==> src/rtl/irq_capture.sv <==
// Request capture stage: edge-sticky pending register, masked pending vector
// and a valid/ready presenter of the highest-priority pending line.
// Optional macro IRQ_LEVEL_MODE_EN switches pending to level-sampled capture.
module irq_capture #(
  parameter int unsigned N     = 4,
  parameter int unsigned IDX_W = 2
) (
  input  logic             clk,
  input  logic             rst,
  input  logic [N-1:0]     req_in,
  input  logic [N-1:0]     mask,
  output logic [N-1:0]     pend_out,
  output logic             irq_valid,
  output logic [IDX_W-1:0] irq_idx,
  input  logic             irq_ready,
  output logic [N-1:0]     ovf,
  input  logic             ovf_clr
);

  typedef enum logic {
    IDLE,
    PRESENT
  } state_t;

  state_t           r_state;
  state_t           w_state_nxt;
  logic [IDX_W-1:0] r_idx;
  logic [IDX_W-1:0] w_idx_nxt;
  logic [N-1:0]     r_pend;
  logic [N-1:0]     w_pend_nxt;
  logic [N-1:0]     r_ovf;
  logic [N-1:0]     w_ovf_nxt;
  logic [N-1:0]     w_avail;
  logic [IDX_W-1:0] w_cand;
  logic             w_cand_vld;

`ifdef IRQ_LEVEL_MODE_EN
  // Level mode: pending mirrors the request lines; the source owns clearing.
  logic w_unused_ovf_clr;
  assign w_unused_ovf_clr = ovf_clr;

  always_comb begin
    w_pend_nxt = req_in;
    w_ovf_nxt  = '0;
  end
`else
  logic [N-1:0] r_req_d;
  logic [N-1:0] w_edge;
  logic [N-1:0] w_clr;
  logic         w_hs;

  assign w_hs   = (r_state == PRESENT) && irq_ready;
  assign w_edge = req_in & ~r_req_d;

  always_comb begin
    w_clr = '0;
    for (int unsigned i = 0; i < N; i++) begin
      w_clr[i] = w_hs && (r_idx == IDX_W'(i));
    end
  end

  // A new edge overrides a same-cycle clear so the request is never lost.
  always_comb begin
    w_pend_nxt = (r_pend & ~w_clr) | w_edge;
    w_ovf_nxt  = (ovf_clr ? '0 : r_ovf) | (w_edge & r_pend & ~w_clr);
  end

  always_ff @(posedge clk) begin
    if (rst) begin
      r_req_d <= '0;
    end else begin
      r_req_d <= req_in;
    end
  end
`endif

  assign w_avail = r_pend & ~mask;

  always_comb begin
    w_cand     = '0;
    w_cand_vld = |w_avail;
    for (int unsigned i = 0; i < N; i++) begin
      if (w_avail[i]) begin
        w_cand = IDX_W'(i);
      end
    end
  end

  always_comb begin
    w_state_nxt = r_state;
    w_idx_nxt   = r_idx;
    case (r_state)
      IDLE: begin
        if (w_cand_vld) begin
          w_state_nxt = PRESENT;
          w_idx_nxt   = w_cand;
        end
      end
      PRESENT: begin
        if (irq_ready) begin
          w_state_nxt = IDLE;
        end
      end
      default: w_state_nxt = IDLE;
    endcase
  end

  always_ff @(posedge clk) begin
    if (rst) begin
      r_state <= IDLE;
      r_idx   <= '0;
      r_pend  <= '0;
      r_ovf   <= '0;
    end else begin
      r_state <= w_state_nxt;
      r_idx   <= w_idx_nxt;
      r_pend  <= w_pend_nxt;
      r_ovf   <= w_ovf_nxt;
    end
  end

  assign pend_out  = w_avail;
  assign irq_valid = (r_state == PRESENT);
  assign irq_idx   = r_idx;
  assign ovf       = r_ovf;

endmodule

==> config.mk <==
export PLATFORM = sky130hd
export DESIGN_NAME = irq_capture
export DESIGN_NICKNAME = d
export VERILOG_FILES = /design/src/rtl/irq_capture.sv
export SDC_FILE = /design/constraint.sdc
export NUM_CORES = 1
export LEC_CHECK = 0
export CAP_MARGIN = 25
export CORE_MARGIN = 5
export CORE_UTILIZATION = 24
export DETAILED_ROUTE_END_ITERATION = 16
export GPL_TIMING_DRIVEN = 0
export PLACE_DENSITY = 0.46
export SLEW_MARGIN = 20
export SYNTH_ARGS = -nofsm -noshare
export SYNTH_HDL_FRONTEND = slang
export SYNTH_SLANG_ARGS = --single-unit
==> constraint.sdc <==
create_clock -name clk -period 1.6 [get_ports clk]
set_clock_uncertainty 0.05 [all_clocks]
set_input_delay 0.32 -clock clk [delete_from_list [all_inputs] [get_ports clk]]
set_output_delay 0.32 -clock clk [all_outputs]
set_load 0.01 [all_outputs]
==> metrics.md <==
| Metric | Value |
|---|---|
| Maximum clock rate | 0.639 GHz |
| Via/cell ratio | 4.47 |
| H-tree depth | 1 |
| Die area | 3630 um^2 |
| Ports | 23 |
| GR Overflow Total | 0 |
| Crit path kind | reg2out |
| Global-route wire length before repair | between 2 and 2.5 mm |
| HP Start | ovf[2]$_SDFF_PP0_ |
| Setup violators final | 0 |
| Crit-path cells | clkdlybuf4s50_1 |
| Synth area leader | dfxtp_1 |
| R2r startpoint | r_pend[3]$_SDFF_PP0_ |
| Largest delay share family, worst path | buffers and inverters |
| Syn Std Cell Area | 607 um^2 |
| Clk sink count | 15 |
| DP Wirelength | 1.12 mm |
| Worst slew pin tran | 0.387 ns |
| Worst hold-check path type | reg2reg |
| Core area | between 2000 and 2500 um^2 |
| Tmin final | around 1.6 ns |
| Vias in the first global route | 591 |
| Max_cap viols | 0 |
| Placer Congestion | 0.664 |
| Synth Register Bits | 15 |
| Total GRT Usage | 0.0893 |
| Vias post-DR | 523 |
| Starting Density | 0.247 |
| CTS max path bufs | 2 |
| Dpl ws | -0.259 ns |
| Antenna violations before repair | 0 |
| Post-route antenna net violation count | 0 |
| Synth top area share | 0.495 |
| I/O Buffers | 22 |
| Main area contributors after synthesis | dfxtp_1 49%, nor2b_4 9.1%, o31ai_1 7.4% |
| Slowest stage cell on the critical path | clkdlybuf4s50_1 |
| Die span in x | 60.3 um |
| # nets final | 100 |
| CTS Buf Count | 3 |
| # fillers | 268 |
| Area Growth Syn to Fin | 49.1% |
| Crit path arrival time | 1.19 ns |
| WL final | about 1.4 mm |
| Hold Path Depth | 2 |
| Syn. warnings | 0 |
| Hold bufs inserted after CTS | 0 |
| Final Hold Viols | 0 |
| Inserted Diodes | 0 |
| Register area share after synthesis | 0.495 |
| Syn avg cell area | 9.95 um^2 |
| Startpoint Class | register |
| Fin crit share | 0.978 |
| Pre-antenna DRT Iters | 3 |
| Residual DRC count | 0 |
| Layout cells sized above 1 | 0.138 |
| Clk slew on worst S/H paths | 0.11 ns |
| Avg WL per Cell | 11.7 um |
| Final Max Slew Viols | 0 |
| Largest net degree at the start of global routing | 11 |
| Die Ht | 60.3 um |
| Postcts setup bufs | 0 |
| Worst-Skew Late Latency | between 0.2 and 0.3 ns |
| CTS tree | built |
| VDD IR max | approximately 0.33 mV |
| Critical path fanouts, max | 2 |
| Rel. slew slack | 0.742 |
| RSZ-0062 raised after global routing | no |
| Leakage | roughly 0.00039 uW |
| CP Capture Type | output port |
| Final worst slack | 0.0352 ns |
| Status | finished clean |
| PwrDens | 883 nW/um^2 |
| Worst path max stage delay | around 0.54 ns |
| FF-to-FF path depth | 4 |
| Worst path bufs/invs | 1 |
| Worst Path Required | roughly 1.2 ns |
| Worst Hold Path EP | ovf[2]$_SDFF_PP0_ |
| Row count | 18 |
| FF-to-FF End | irq_idx[0]$_SDFFE_PP0P_ |
| Syn_nets | 73 |
| Root Driver | clkbuf_4 |
| Cell count after synthesis | 61 |
| Distinct cells, synth | 18 |
| R2R Setup Slk | roughly 0.23 ns |
| 1st-iter DRT viols | 11 |
| Worst hold slack | 0.420 ns |
==> Yosys cell counts (all sizes together) <==
cell    number
nand3        1
nor2b        8
nor2         2
or2b         1
or4b         1
dfxtp       15
inv          3
o31ai        6
and3         1
nand2        4
nand3b       3
clkbuf       1
o211a        1
o21ai        4
nand2b       4
a21oi        5
nor4         1
==> sequential cells by signal, indices dropped and copies added (netlist names) <==
register   flops
r_req_d        4
r_pend         4
irq_idx        2
irq_valid      1
ovf            4
==> what timing repair did <==
action	in CTS	in global routing
pin swaps	0	0
hold endpoints to repair	0	0
resized for setup	7	6
endpoints found under the setup margin	7	6
==> placed cells by master (no fill, tap or decap), types with 4 or more instances in the layout <==
cell type,synthesis,routed
nand2b_1,4,4
a21oi_1,5,5
o21ai_0,4,4
nor2b_1,4,4
o31ai_1,6,6
nor2b_4,4,4
clkdlybuf4s50_1,0,15
nand2_1,4,4
dfxtp_1,15,12
==> cell families after synthesis <==
group	Yosys count	share of synthesized area
AO/OA/AOI/OAI	16	0.165
AND/OR/NAND/NOR	26	0.315
flip-flops	15	0.495
buffers and inverters	4	0.0247
==> per-layer routing <==
| layer | wire (um) | global-route usage | vias up |
|---|---|---|---|
| li1 | - | - | 264 |
| met1 | 658 | 0.116 | 248 |
| met2 | 657 | 0.136 | 9 |
| met3 | 36 | 0.0194 | 2 |
| met4 | 18 | 0.0475 | 0 |
| met5 | 0 | 0 | - |
==> layout make-up <==
type / count / area, um^2 / area share
repair buffers: 22 / 226 / 0.250
flip-flops and latches: 15 / 304 / 0.336
plain buffers: 1 / 3.75 / 0.00415
clock buffers: 3 / 22.5 / 0.0249
multi-input cells: 42 / 292 / 0.322
well taps: 30 / 37.5 / 0.0415
clock inverters: 1 / 7.51 / 0.00830
inverters: 3 / 11.3 / 0.0124
==> worst max-delay path by stage <==
stage | from | slack [ns] | cells past startpoint | to
4_1_cts | irq_idx[0]$_SDFFE_PP0P_ | 0.004 | 1 | irq_idx[0]
6_report | ovf[0]$_SDFF_PP0_ | 0.04 | 1 | ovf[0]
5_1_grt | ovf[0]$_SDFF_PP0_ | 0.0004 | 1 | ovf[0]
2_1_floorplan | r_pend[2]$_SDFF_PP0_ | 0.29 | 4 | irq_idx[0]$_SDFFE_PP0P_
3_5_place_dp | mask[2] | -0.26 | 3 | pend_out[2]
3_3_place_gp | mask[2] | -0.26 | 3 | pend_out[2]
==> through the flow <==
stage	area, um^2	instances	setup TNS, ns	total power [uW]	util
floorplan	607	61	0	497	-
global placement	865	113	-1.28	583	0.352
detailed placement	865	113	-1.28	583	0.352
CTS	893	117	0	812	0.364
global route	905	117	0	842	0.369
finish	905	117	0	799	0.369
==> power by group <==
part           internal, uW  switching, uW
Clock                  94.8            136
Combinational          85.6           61.3
Sequential              402           19.3
Power figures use the tool's default switching activity.
